===== src/rtl/mining_pkg.sv =====
// Shared mining-datapath definitions: adder phase codes, result width default,
// the adder done-flag timeout and the message sequencer FSM states.
package mining_pkg;

  typedef logic [1:0] phase_t;

  localparam phase_t PH_IDLE = 2'b00;
  localparam phase_t PH_LOAD = 2'b01;
  localparam phase_t PH_SUM  = 2'b10;
  localparam phase_t PH_OUT  = 2'b11;

  localparam int DEFAULT_SUM_W = 13;
  localparam int FINE_TIMEOUT  = 8;

  typedef enum logic [2:0] {
    S_IDLE,
    S_CLEAR,
    S_FEED,
    S_REPORT,
    S_DONE
  } seq_state_t;

endpackage


===== src/rtl/msg_buffer.sv =====
// Message byte store: DEPTH x 8 register file, synchronous write, asynchronous read.
module msg_buffer #(
  parameter int DEPTH = 16
) (
  input  logic                       clk,
  input  logic                       wr_en_i,
  input  logic [$clog2(DEPTH)-1:0]   wr_addr_i,
  input  logic [7:0]                 wr_data_i,
  input  logic [$clog2(DEPTH)-1:0]   rd_addr_i,
  output logic [7:0]                 rd_data_o
);

  logic [7:0] mem_q [DEPTH];

  always_ff @(posedge clk) begin
    if (wr_en_i) begin
      mem_q[wr_addr_i] <= wr_data_i;
    end
  end

  assign rd_data_o = mem_q[rd_addr_i];

endmodule


===== src/rtl/msg_sequencer.sv =====
// Buffers a message byte stream, replays it into the bit-sum adder one byte per
// cycle, waits for the adder done flag and returns the bit count with the length.
module msg_sequencer
  import mining_pkg::*;
#(
  parameter int DEPTH = 16,
  parameter int SUM_W = DEFAULT_SUM_W
) (
  input  logic                     clk,
  input  logic                     reset,
  input  logic                     wr_valid,
  input  logic [7:0]               wr_data,
  input  logic                     wr_last,
  output logic                     wr_ready,
  output logic [7:0]               add_in,
  output logic [1:0]               add_state,
  output logic                     add_clr,
  input  logic                     add_fine,
  input  logic [SUM_W-1:0]         add_sum,
  output logic                     res_valid,
  output logic [SUM_W-1:0]         res_sum,
  output logic [$clog2(DEPTH):0]   res_len,
  output logic                     res_err,
  input  logic                     res_ready
);

  localparam int AW = $clog2(DEPTH);
  localparam int LW = AW + 1;
  localparam int TW = $clog2(FINE_TIMEOUT);

  if (DEPTH < 2 || (DEPTH & (DEPTH - 1)) != 0) begin : g_bad_depth
    $error("msg_sequencer: DEPTH must be a power of two and at least 2");
  end
  if (8 * DEPTH >= (1 << SUM_W)) begin : g_bad_sum_w
    $error("msg_sequencer: SUM_W too narrow for 8*DEPTH");
  end

  seq_state_t     state_q;
  logic [AW-1:0]  wr_ptr_q;
  logic [AW-1:0]  rd_ptr_q;
  logic [LW-1:0]  len_q;
  logic [TW-1:0]  tmo_q;
  logic           wr_ready_q;
  logic [7:0]     add_in_q;
  phase_t         add_state_q;
  logic           add_clr_q;
  logic           res_valid_q;
  logic [SUM_W-1:0] res_sum_q;
  logic [LW-1:0]  res_len_q;
  logic           res_err_q;

  logic           wr_fire;
  logic           wr_end;
  logic           feed_last;
  logic [AW-1:0]  rd_addr;
  logic [7:0]     rd_data;

  assign wr_fire   = wr_valid && wr_ready_q;
  assign wr_end    = wr_last || (wr_ptr_q == AW'(DEPTH - 1));
  assign feed_last = ({1'b0, rd_ptr_q} == (len_q - LW'(1)));
  // Outputs are registered, so the buffer is read one byte ahead of what add_in shows.
  assign rd_addr   = (state_q == S_CLEAR) ? '0 : rd_ptr_q + AW'(1);

  msg_buffer #(
    .DEPTH (DEPTH)
  ) u_buffer (
    .clk       (clk),
    .wr_en_i   (wr_fire),
    .wr_addr_i (wr_ptr_q),
    .wr_data_i (wr_data),
    .rd_addr_i (rd_addr),
    .rd_data_o (rd_data)
  );

  always_ff @(posedge clk) begin
    if (reset) begin
      state_q     <= S_IDLE;
      wr_ptr_q    <= '0;
      rd_ptr_q    <= '0;
      len_q       <= '0;
      tmo_q       <= '0;
      wr_ready_q  <= 1'b0;
      add_in_q    <= '0;
      add_state_q <= PH_IDLE;
      add_clr_q   <= 1'b0;
      res_valid_q <= 1'b0;
      res_sum_q   <= '0;
      res_len_q   <= '0;
      res_err_q   <= 1'b0;
    end else begin
      add_clr_q <= 1'b0;
      case (state_q)
        S_IDLE: begin
          wr_ready_q <= 1'b1;
          if (wr_fire) begin
            wr_ptr_q <= wr_ptr_q + AW'(1);
            if (wr_end) begin
              len_q      <= {1'b0, wr_ptr_q} + LW'(1);
              wr_ready_q <= 1'b0;
              add_clr_q  <= 1'b1;
              state_q    <= S_CLEAR;
            end
          end
        end
        S_CLEAR: begin
          rd_ptr_q    <= '0;
          add_in_q    <= rd_data;
          add_state_q <= PH_SUM;
          state_q     <= S_FEED;
        end
        S_FEED: begin
          if (feed_last) begin
            add_in_q    <= '0;
            add_state_q <= PH_OUT;
            tmo_q       <= '0;
            state_q     <= S_REPORT;
          end else begin
            rd_ptr_q <= rd_ptr_q + AW'(1);
            add_in_q <= rd_data;
          end
        end
        S_REPORT: begin
          if (add_fine || tmo_q == TW'(FINE_TIMEOUT - 1)) begin
            res_sum_q   <= add_fine ? add_sum : '0;
            res_err_q   <= !add_fine;
            res_len_q   <= len_q;
            res_valid_q <= 1'b1;
            add_state_q <= PH_IDLE;
            state_q     <= S_DONE;
          end else begin
            tmo_q <= tmo_q + TW'(1);
          end
        end
        S_DONE: begin
          if (res_ready) begin
            res_valid_q <= 1'b0;
            wr_ptr_q    <= '0;
            wr_ready_q  <= 1'b1;
            state_q     <= S_IDLE;
          end
        end
        default: begin
          state_q <= S_IDLE;
        end
      endcase
    end
  end

  assign wr_ready  = wr_ready_q;
  assign add_in    = add_in_q;
  assign add_state = add_state_q;
  assign add_clr   = add_clr_q;
  assign res_valid = res_valid_q;
  assign res_sum   = res_sum_q;
  assign res_len   = res_len_q;
  assign res_err   = res_err_q;

endmodule


===== config.mk =====
export PLATFORM = sky130hd
export DESIGN_NAME = msg_sequencer
export DESIGN_NICKNAME = d
export VERILOG_FILES = /design/src/rtl/mining_pkg.sv /design/src/rtl/msg_buffer.sv /design/src/rtl/msg_sequencer.sv
export SDC_FILE = /design/constraint.sdc
export NUM_CORES = 1
export LEC_CHECK = 0
export BUFFER_PORTS_ARGS = -buffer_cell sky130_fd_sc_hd__buf_4
export CAP_MARGIN = 30
export CORE_UTILIZATION = 30
export CTS_CLUSTER_DIAMETER = 60
export DETAILED_ROUTE_END_ITERATION = 8
export HOLD_SLACK_MARGIN = 0.06
export SYNTH_ARGS = -nofsm -noshare
export SYNTH_HDL_FRONTEND = slang
export SYNTH_SLANG_ARGS = --single-unit

===== constraint.sdc =====
create_clock -name clk -period 2.87 [get_ports clk]
set_clock_uncertainty 0.05 [all_clocks]
set_input_delay 0.574 -clock clk [delete_from_list [all_inputs] [get_ports clk]]
set_output_delay 0.574 -clock clk [all_outputs]
set_load 0.005 [all_outputs]

== Yosys cells after proc, flatten, opt, wreduce, memory -nomap -nowiden ==
Memory sizes are Yosys's and may differ from the RTL's.
Index checks and enable logic that the tools add are counted.
Cells by class
  reduce and logical (&&, ||, !) cells: 20
  $add $sub $neg: 5
  order comparisons: 0
  divide/modulo/power cells: 0
  bitwise gates (word level): 2
  multiply operators: 0
  shift operators: 0
  muxes and demuxes: 31
  equal/unequal tests: 14
Operators by type and width (number)
  3-bit two-way mux: 7
  4-bit two-way mux: 4
  4-bit one-hot mux with 2 select lines: 2
  8-bit one-hot mux with 2 select lines: 1
  3-bit one-hot mux with 5 select lines: 1
  3-bit AND reduction: 5
  13-bit two-way mux: 1
  2-bit != test (second input constant): 6
  4-bit by 1-bit adder with 4-bit output (second input constant): 2
  1-bit two-way mux: 8
  8-bit two-way mux: 1
  2-bit nonzero test: 4
  3-bit by 2-bit equality test with 1-bit output (second input constant): 2
  3-bit equality test (second input constant): 2
  2-bit one-hot mux with 3 select lines: 1
  3-bit one-hot mux with 2 select lines: 1
  2-bit AND reduction: 3
  4-bit by 1-bit adder with 5-bit output (second input constant): 1
  4-bit by 5-bit equality test with 1-bit output: 1
  5-bit AND reduction: 1
  5-bit by 1-bit subtractor with 5-bit output (second input constant): 1
  4-bit equality test (second input constant): 1
  2-bit two-way mux: 2
  1-bit one-hot mux with 2 select lines: 2
  other kinds (10): 12
Word-level totals
  logic and storage cells: 86
  bits in registers: 51
  memories: 1
  input port bits: 27
  latch bits: 0
  bits in writable memories: 128
  output and inout port bits: 32
  bits in read-only memories: 0
Memory list
  u_buffer.mem_q: depth 16, width 8, rd ports 1, clocked after Yosys merged registers in 0, wr ports 1, line msg_buffer.sv:13  | logic [7:0] mem_q [DEPTH];

== Logic depth before layout (Yosys ltp) ==
Gate-level depths: netlist of the first run.
  depth after elaboration: 5
  mapped depth: 8
  mapped depth without buffers: 7

== Cells and area by module ==
A second synthesis of the first run with hierarchy kept.
Unflattened totals
  cell total of the unflattened synthesis: 487
  area total of the unflattened synthesis: 7280.7 sq um
Modules (own cells, without submodules)
  msg_buffer: sequential area each 3843.7 sq um, area an instance 4987.3 sq um, instances 1, cells an instance 221
  msg_sequencer: sequential area each 1021.0 sq um, area an instance 2293.4 sq um, instances 1, cells an instance 266

== Worst setup path after synthesis of the first run ==
Ideal clock, no wire load.
  path type: flip-flop to flip-flop
  start: reg wr_ptr_q[0]
  end: mem u_buffer.mem_q[3][0], enable pin
  clock period less this slack: 2.017 ns
  cell stages (with the launch flop): 4
  buffers on the path: 0
  data required time: 2.425 ns
  setup time: 0.395 ns
  data arrival time: 1.572 ns
  path slack: 0.853 ns
  cells stage by stage: dfxtp_1 -> ha_1 -> inv_1 -> nor4_1
RTL lines
  from (decl): line msg_sequencer.sv:39  | logic [AW-1:0] wr_ptr_q;
  from (signal assigned): line msg_sequencer.sv:96  | wr_ptr_q <= wr_ptr_q + AW'(1);
  to (decl): line msg_buffer.sv:13
No word-level cell before the write port.

== Worst setup path after layout of the first run ==
  start: reg len_q[0]
  end: reg rd_ptr_q[2]
On the way
  longest elaborated chain between the ends: 4
Ends and longest elaborated chain
  from (decl): line msg_sequencer.sv:41  | logic [LW-1:0] len_q;
  from (signal assigned): line msg_sequencer.sv:98  | len_q <= {1'b0, wr_ptr_q} + LW'(1);
  5-bit by 1-bit subtractor with 5-bit output: line msg_sequencer.sv:60  | assign feed_last = ({1'b0, rd_ptr_q} == (len_q - LW'(1)));
  4-bit by 5-bit equality test with 1-bit output: line msg_sequencer.sv:60
  2-bit != test (no line)
  2-bit AND reduction (no line)
  to (signal assigned): line msg_sequencer.sv:118  | rd_ptr_q <= rd_ptr_q + AW'(1);
  to (decl): line msg_sequencer.sv:40  | logic [AW-1:0] rd_ptr_q;
Every way passes these cells.
A chain may end at the register's enable or synchronous reset.

==> impl_metrics.csv, run 1 <==
group,metric,value,unit
synthesis,ys_warn_count,0,
job,drv_cap,0,
clock_network,cts_sinks,179,
worst_setup_path,rr_endpoint,"rd_ptr_q[2]",
drt,ant_nets,0,
clock_network,htreeDepth,4,
clock_network,hold_buffers,0,
placement,dp_hpwl,12100,um
worst_setup_path,reg2reg_from,"len_q[0]",
hold_path,min_path_type,"in -> reg",
drt,vias,5154,
synthesis,synth.yosys.seq_area_share,63.5,%
drt,drcViolationCount,0,
clock_network,clk_path_buf_depth,2,
power_and_ir_drop,fin_total_pwr,5.49,mW
worst_setup_path,rr_worst_depth,7,
floorplan,die_w,162,um
drt,avgViaCountPerCell,5.08,
synthesis,synth_edf_count,128,
floorplan,dieArea,26200,um^2
grt,grt_usage,14.4,%
power_and_ir_drop,ir_drop,0.000423,V
synthesis,synth_area_leader_cell,"edfxtp_1",
grt,grt_max_degree,49,
floorplan,core,25100,um^2
worst_setup_path,required,3.15,ns
sta,fin_tns_setup,0,ns
grt,grt_first_pass_wirelength,28600,um
drt,totalWireLength,18200,um
hold_path,hp-start,"add_sum[10]",
sta,worst_pin_slew,0.764,ns
clock_network,clk_pin_slew_worst_paths,0.07,ns
floorplan,num_rows,58,
placement,port_buffers,58,
synthesis,synth_fp_nets,656,
worst_setup_path,worstSetupStartpointType,"register",
sta,finalCriticalPeriod,2.42,ns
sta,fin_crit_sh,84.2,%
synthesis,synthFlopType,"edfxtp_1",
floorplan,die_h,162,um
placement,place_congestion,0.761,
worst_setup_path,path_cells,"inv_1 -> ha_1 -> xor2_1 -> o32ai_1 -> o211ai_2 -> and4_1 -> a311o_1",
grt,gr-total-overflow,0,
synthesis,synthesis.area,7660,um^2
final_layout,num-nets-final,706,
final_layout,nFillCells,2480,
clock_network,numCtsBuffers,17,
clock_network,post_cts_buffers,0,
worst_setup_path,path_class,"reg -> reg",
synthesis,netlist_top_cells_area,"edfxtp_1 (50%), dfxtp_1 (13%), nor2_1 (2.8%)",
grt,grt_pass1_vias,4929,
sta,hold_violations,0,
final_layout,drive_above_1_share,18.7,%
worst_setup_path,cp-end-kind,"register",
synthesis,synth_top_area_share,50.2,%
worst_setup_path,cpMaxStageDelayCell,"o32ai_1",
synthesis,synthArstFlopShare,0,%
drt,wl_per_cell,18.0,um
worst_setup_path,critPathMaxFanout,15,
drt,firstDrtPassIters,5,
synthesis,synth.most_common_cell,"edfxtp_1",
final_layout,insertedDiodeCount,0,
sta,max_freq,414,MHz
synthesis,synthCells,621,
sta,setup_viol,0,
worst_setup_path,reg2reg_slack,0.45,ns
clock_network,cts_root_buffer,"clkbuf_16",
clock_network,cts_resized,0,
sta,grt_setup_unrepaired,"false",
final_layout,regArea,4860,um^2
clock_network,clk_latency,0.44,ns
synthesis,yosysUniqueCellTypes,57,
sta,drv_slew,0,
drt,dr.first_iter.drc_count,446,
worst_setup_path,cp_slowest_stage_delay,0.42,ns
clock_network,cts_tree,"built",
power_and_ir_drop,p_leak,3.05,nW
synthesis,synthTopCellsByCount,"edfxtp_1 (128), nor2_1 (58), dfxtp_1 (51)",
grt,antenna_found_initial,0,
sta,slew_headroom,49.0,%
floorplan,initial_core_util,30.5,%
hold_path,min_path_cells,3,
hold_path,hold_path_end,"res_sum[10]",
power_and_ir_drop,power_density,607,nW/um^2
run_status,status,"finished clean",
final_layout,multi_input_area,2580,um^2
synthesis,ys_ff_latch,179,
synthesis,avgSynthCellArea,12.3,um^2
final_layout,area_delta_synth_final,18.0,%
worst_setup_path,cp_data_arrival_time,2.69,ns
floorplan,io_pins,59,
## stage by stage
step / hold WS (ns) / setup slack (ns) / cell area, um^2 / std cells / util (%)
after floorplan: 0.399 / 0.853 / 7660 / 621 / -
after global placement: 0.394 / 0.522 / 8430 / 982 / 33.6
after detailed placement: 0.401 / 0.455 / 8430 / 982 / 33.6
after CTS: 0.322 / 0.443 / 9040 / 1014 / 36.0
after global routing: 0.339 / 0.274 / 9040 / 1014 / 36.0
final: 0.335 / 0.453 / 9040 / 1014 / 36.0
## cell type report
class	count	area share, %
multi-input cells	392	28.6
clock buffers	19	4.79
clock inverters	13	1.92
inverters	9	0.374
flip-flops and latches	179	53.8
repair buffers	72	5.98
well taps	330	4.57
## worst max-delay path by stage
stage	to	start	slack (ns)
after floorplan	u_buffer.mem_q[3][0]	wr_ptr_q[0]	0.85
after global placement	rd_ptr_q[2]	len_q[0]	0.52
after detailed placement	rd_ptr_q[2]	len_q[0]	0.45
after CTS	rd_ptr_q[2]	len_q[0]	0.44
after global routing	rd_ptr_q[2]	len_q[0]	0.27
final	rd_ptr_q[2]	len_q[0]	0.45
## cell families (layout without fill, tap and decap cells)
kind of cell               count (synthesis)  count (layout)  synth area share [%]
AOI/OAI and AO/OA                        138             138                  13.0
adders and majority gates                  8               8                  1.31
muxes                                     26              26                  3.69
DFF                                      179             179                  63.5
and+or+nand+nor                          209             209                  14.3
buffers and inverters                     50             113                  2.86
xor gates and xnor gates                  11              11                  1.26
## state kept, by name, summed over array words and instances, names as in the netlist, 3 cells and up
name / flops
len_q: 5
res_sum: 13
wr_ptr_q: 4
rd_ptr_q: 4
res_len: 5
state_q: 3
tmo_q: 3
add_in: 8
u_buffer.mem_q: 128
## critical path: cells and delay by family (launching register included)
kind / cells / cell delay [ns]
buf+inv: 1 / 0.07
xor+xnor: 1 / 0.15
compound gates: 3 / 1.08
simple gates: 1 / 0.31
fa+ha+maj: 1 / 0.24
flops: 1 / 0.41
## routing by layer
| layer | global-route usage [%] | up-vias | wire length [um] |
|---|---|---|---|
| met3 | 3.04 | 20 | 716 |
| met4 | 4.42 | 0 | 246 |
| li1 | - | 2467 | - |
| met2 | 22.8 | 114 | 8630 |
| met5 | 0 | - | 0 |
| met1 | 19.7 | 2553 | 8620 |
## placed cells by master, fill, tap and decap left out, types with 10 or more instances in the layout
master     Yosys  routed
nor3b_1       16      16
a211oi_1      10      10
o21ai_0       17      17
o211ai_1      18      18
edfxtp_1     128     128
mux2i_1       17      17
nand4_1       13      13
a21oi_1       17      17
o2111ai_1     15      15
dfxtp_1       51      51
nand3_1       24      24
and2_1        22      22
a31oi_1       16      16
clkbuf_16      0      17
nor2_1        58      58
buf_4          2      72
nand2_1       29      29
a22oi_1       14      14
## power by group
part,switching (mW),internal [mW],leakage [nW]
Combinational,0.175,0.103,1.18
Clock,1.02,1.39,0.296
Sequential,0.0197,2.79,1.56
No activity file was read; power rests on OpenSTA's default activity.
==> run 2: changes to the inputs <==
==> constraint.sdc (replaced) <==
create_clock -name clk -period 2.4 [get_ports clk]
set_clock_uncertainty 0.05 [all_clocks]
set_input_delay 0.48 -clock clk [delete_from_list [all_inputs] [get_ports clk]]
set_output_delay 0.48 -clock clk [all_outputs]
set_load 0.005 [all_outputs]
==> impl_metrics.csv, run 2 (synthesized netlist as in run 1, its figures left out) <==
group,metric,value,unit
sta,grt_setup_unrepaired,"false",
worst_setup_path,required,2.72,ns
final_layout,layout_commonest_cell,"edfxtp_1",
worst_setup_path,critPathCapture,"rd_ptr_q[2]",
floorplan,io_pins,59,
drt,firstDrtPassIters,5,
drt,ant_nets,0,
final_layout,regArea,4860,um^2
grt,grt_pass1_vias,4936,
sta,hold_violations,0,
worst_setup_path,cp_slowest_stage_delay,0.43,ns
drt,totalWireLength,18500,um
floorplan,initial_core_util,30.5,%
floorplan,die_h,162,um
worst_setup_path,cp-end-kind,"register",
worst_setup_path,path_class,"reg -> reg",
worst_setup_path,critPathMaxFanout,10,
final_layout,regMostFlops,"u_buffer.mem_q",
grt,grt_usage,14.4,%
worst_setup_path,crit_start,"len_q[1]",
worst_setup_path,worstSetupStartpointType,"register",
sta,slew_headroom,48.7,%
job,drv_cap,0,
clock_network,cts_tree,"built",
placement,dpl_cell_area,8530,um^2
final_layout,insertedDiodeCount,0,
clock_network,cts_root_buffer,"clkbuf_16",
clock_network,numCtsBuffers,17,
placement,port_buffers,58,
worst_setup_path,cp_data_arrival_time,2.50,ns
floorplan,die_w,162,um
final_layout,area_delta_synth_final,19.5,%
grt,grt_max_degree,49,
drt,vias,5226,
sta,finalCriticalPeriod,2.18,ns
worst_setup_path,cp_num_cells,8,
sta,fin_tns_setup,0,ns
clock_network,htreeDepth,4,
worst_setup_path,path_cells,"inv_1 -> ha_1 -> xor2_1 -> o32ai_1 -> o211ai_2 -> buf_4 -> a21oi_1 -> a311o_1",
worst_setup_path,reg2reg_slack,0.22,ns
grt,antenna_found_initial,0,
sta,drv_slew,0,
final_layout,fin_util,36.4,%
power_and_ir_drop,ir_drop,0.000575,V
placement,dp_hpwl,12300,um
final_layout,largest_register_ffs,128,
run_status,status,"finished clean",
sta,fin_crit_sh,90.9,%
hold_path,min_path_type,"in -> reg",
sta,whs,0.244,ns
clock_network,cts_sinks,179,
drt,avgViaCountPerCell,5.11,
floorplan,num_rows,58,
clock_network,cts_resized,0,
clock_network,post_cts_buffers,0,
final_layout,nFillCells,2456,
power_and_ir_drop,power_density,719,nW/um^2
worst_setup_path,rr_endpoint,"rd_ptr_q[2]",
grt,grt_first_pass_wirelength,28900,um
power_and_ir_drop,p_leak,3.09,nW
grt,gr-total-overflow,0,
clock_network,clk_latency,0.44,ns
clock_network,clk_path_buf_depth,2,
floorplan,core,25100,um^2
final_layout,num-nets-final,714,
drt,wl_per_cell,18.1,um
worst_setup_path,cpMaxStageDelayCell,"o32ai_1",
sta,worst_pin_slew,0.770,ns
drt,dr.first_iter.drc_count,519,
worst_setup_path,reg2reg_from,"len_q[1]",
sta,max_freq,458,MHz
floorplan,dieArea,26200,um^2
placement,place_congestion,0.798,
final_layout,final_cell_mix,"edfxtp_1 (128), buf_4 (77), nor2_1 (58)",
final_layout,final_area,9150,um^2
clock_network,hold_buffers,0,
sta,setup_viol,0,
clock_network,clk_pin_slew_worst_paths,0.07,ns
final_layout,drive_above_1_share,19.8,%
worst_setup_path,crit_family,"compound AO/OA/AOI/OAI gates",
worst_setup_path,rr_worst_depth,8,
worst_setup_path,crit_buf_inv,2,
drt,drcViolationCount,0,
final_layout,multi_input_area,2580,um^2
[run 2: cell count changes in the layout (fill, tap and decap cells not counted)]
cell | previous run | this run
inv_6 | 3 | 4
clkinvlp_4 | 1 | 2
clkinv_8 | 0 | 3
clkinv_4 | 2 | 1
clkinv_2 | 2 | 0
bufinv_16 | 3 | 2
clkbuf_1 | 2 | 0
buf_4 | 72 | 77
clkinv_1 | 0 | 1
buf_12 | 0 | 3
[run 2: layout make-up]
class	count	share of cell area, %
Inverter	9	0.369
Clock buffer	17	4.65
Clock inverter	15	2.12
Tap cell	330	4.51
Multi-Input combinational cell	392	28.2
Sequential cell	179	53.2
Timing Repair Buffer	80	6.97
[run 2: report_power, final]
group	internal, mW	switching [mW]	total (mW)
logic	0.134	0.216	0.350
registers	3.33	0.0203	3.35
clock network	1.58	1.30	2.88
[run 2: through the flow]
step | instances | setup WS, ns | power (mW)
after floorplan | 621 | 0.383 | 3.60
after global placement | 990 | 0.328 | 3.77
after detailed placement | 990 | 0.288 | 3.77
after CTS | 1022 | 0.238 | 6.64
after global routing | 1022 | 0.0270 | 6.76
final | 1022 | 0.218 | 6.58
[run 2: how the worst min path moves through the flow]
stage,startpoint,depth (start not counted),slack (ns),end
2_1_floorplan,add_in[6],2,0.40,add_in[6]
3_3_place_gp,res_err,2,0.40,res_err
3_5_place_dp,res_valid,2,0.40,res_valid
4_1_cts,add_sum[7],3,0.23,res_sum[7]
5_1_grt,add_sum[7],3,0.24,res_sum[7]
6_report,add_sum[7],3,0.24,res_sum[7]
[run 2: routing by layer]
metal | track usage (%) | wire, um
met5 | 0 | 0
met4 | 4.50 | 252
met3 | 2.66 | 772
met2 | 22.3 | 8660
met1 | 20.4 | 8820
[run 2: worst min-delay path, delay by kind of cell]
| kind | cells | cell delay (ns) |
|---|---|---|
| buffers and inverters | 1 | 0.07 |
| AOI/OAI and AO/OA | 1 | 0.06 |
| and+or+nand+nor | 1 | 0.07 |
==> run 3: changes to the inputs <==
--- a/config.mk
+++ b/config.mk
@@ -11,6 +11,7 @@
 export CTS_CLUSTER_DIAMETER = 60
 export DETAILED_ROUTE_END_ITERATION = 8
 export HOLD_SLACK_MARGIN = 0.06
+export REMOVE_ABC_BUFFERS = 1
 export SYNTH_ARGS = -nofsm -noshare
 export SYNTH_HDL_FRONTEND = slang
 export SYNTH_SLANG_ARGS = --single-unit
==> impl_metrics.csv, run 3 (synthesized netlist as in run 1, its figures left out) <==
group,metric,value,unit
run_status,status,"finished clean",
floorplan,dieArea,26200,um^2
drt,drcViolationCount,0,
clock_network,clk_latency,0.43,ns
power_and_ir_drop,p_leak,3.09,nW
final_layout,multi_input_area,2590,um^2
job,drv_cap,0,
floorplan,io_pins,59,
final_layout,final_cell_mix,"edfxtp_1 (128), buf_4 (79), nor2_1 (58)",
drt,ant_nets,0,
sta,max_freq,464,MHz
drt,totalWireLength,19000,um
final_layout,layout_commonest_cell,"edfxtp_1",
power_and_ir_drop,ir_drop,0.000360,V
clock_network,cts_root_buffer,"clkbuf_16",
final_layout,area_delta_synth_final,19.0,%
final_layout,num-nets-final,716,
grt,grt_max_degree,38,
sta,fin_tns_setup,0,ns
drt,vias,5243,
floorplan,core,25100,um^2
floorplan,die_w,162,um
final_layout,drive_above_1_share,20.3,%
worst_setup_path,required,2.65,ns
clock_network,clk_path_buf_depth,2,
final_layout,regArea,4870,um^2
clock_network,cts_resized,0,
placement,place_congestion,0.796,
sta,fin_crit_sh,89.8,%
worst_setup_path,cpMaxStageDelayCell,"o32ai_1",
floorplan,num_rows,58,
worst_setup_path,worstSetupStartpointType,"register",
worst_setup_path,path_class,"reg -> reg",
power_and_ir_drop,clkPwrFrac,41.9,%
placement,port_buffers,58,
sta,setup_viol,0,
grt,grt_pass1_vias,5059,
sta,slew_headroom,37.2,%
worst_setup_path,critPathMaxFanout,6,
sta,drv_slew,0,
final_layout,regMostFlops,"u_buffer.mem_q",
grt,grt_first_pass_wirelength,29300,um
worst_setup_path,cp_slowest_stage_delay,0.44,ns
clock_network,cts_sinks,179,
drt,avgViaCountPerCell,5.12,
grt,grt_usage,14.7,%
clock_network,cts_tree,"built",
final_layout,largest_register_ffs,128,
clock_network,hold_buffers,0,
final_layout,nFillCells,2500,
placement,dp_hpwl,12600,um
power_and_ir_drop,comb_power_share,5.5,%
power_and_ir_drop,seqPwrFrac,52.6,%
clock_network,numCtsBuffers,17,
clock_network,post_cts_buffers,0,
power_and_ir_drop,power_density,699,nW/um^2
power_and_ir_drop,p_switching,1.46,mW
sta,finalCriticalPeriod,2.16,ns
floorplan,die_h,162,um
worst_setup_path,path_cells,"inv_1 -> ha_1 -> xor2_1 -> o32ai_1 -> o2111ai_1 -> nand4_1 -> o211ai_1",
clock_network,clk_pin_slew_worst_paths,0.07,ns
final_layout,fin_util,36.3,%
floorplan,initial_core_util,30.5,%
clock_network,htreeDepth,4,
final_layout,insertedDiodeCount,0,
grt,gr-total-overflow,0,
drt,wl_per_cell,18.5,um
drt,dr.first_iter.drc_count,586,
sta,grt_setup_unrepaired,"false",
power_and_ir_drop,internal_power,4.91,mW
hold_path,min_path_type,"in -> reg",
grt,antenna_found_initial,0,
sta,hold_violations,0,
final_layout,final_area,9110,um^2
power_and_ir_drop,netSwitchingFraction,22.9,%
drt,firstDrtPassIters,6,
sta,worst_pin_slew,0.942,ns
worst_setup_path,cp-end-kind,"register",
worst_setup_path,cp_data_arrival_time,2.40,ns
placement,dpl_cell_area,8550,um^2
run 3: cell count changes in the layout (fill, tap and decap cells not counted), sizes merged:
| cell | delta |
|---|---|
| buf | +2 |
| bufinv | -1 |
| clkbuf | +1 |
| clkinv | +2 |
| clkinvlp | -1 |
| inv | -1 |
run 3: worst paths after layout:
kind | end | depth (start not counted) | slack (ns) | from
min reg2reg | res_err | 2 | 0.41 | res_err
min | res_sum[6] | 3 | 0.24 | add_sum[6]
max | add_in[7] | 7 | 0.24 | len_q[1]
max reg2reg | add_in[7] | 7 | 0.24 | len_q[1]
run 3: cell type report:
cell class,count,share of cell area (%)
Sequential cell,179,53.4
Inverter,9,0.371
Timing Repair Buffer,82,7.17
Tap cell,330,4.53
Clock inverter,14,1.43
Clock buffer,18,4.71
Multi-Input combinational cell,392,28.4
run 3: per-layer routing:
metal,up-vias,track usage [%],share of wire [%]
li1,2497,-,-
met1,2559,20.7,48
met2,172,23.3,46
met3,15,2.68,5.5
met4,0,3.64,0.85
met5,-,0,0
run 3: through the flow:
step,instances,total power [mW],setup slack (ns),hold slack (ns)
after CTS,1024,6.42,0.279,0.220
after floorplan,580,3.58,-1.24,0.392
final,1024,6.37,0.244,0.244
after detailed placement,992,3.77,0.294,0.399
after global routing,1024,6.55,0.115,0.238
after global placement,992,3.77,0.301,0.395
run 3: worst max-delay path: cells and delay by family, from the launching register on:
family | cells | cell delay, ns
xor gates and xnor gates | 1 | 0.15
and+or+nand+nor | 1 | 0.37
buffers and inverters | 1 | 0.06
DFF | 1 | 0.38
AOI/OAI and AO/OA | 3 | 0.81
adders and majority gates | 1 | 0.22
run 3: power by group through the flow:
stage | clock network [mW] | registers (mW) | logic [mW]
floorplan | 0 | 3.42 | 0.162
detailed placement | 0 | 3.42 | 0.354
finish | 2.67 | 3.35 | 0.352
CTS | 2.72 | 3.35 | 0.354
global route | 2.81 | 3.35 | 0.383
global placement | 0 | 3.42 | 0.350
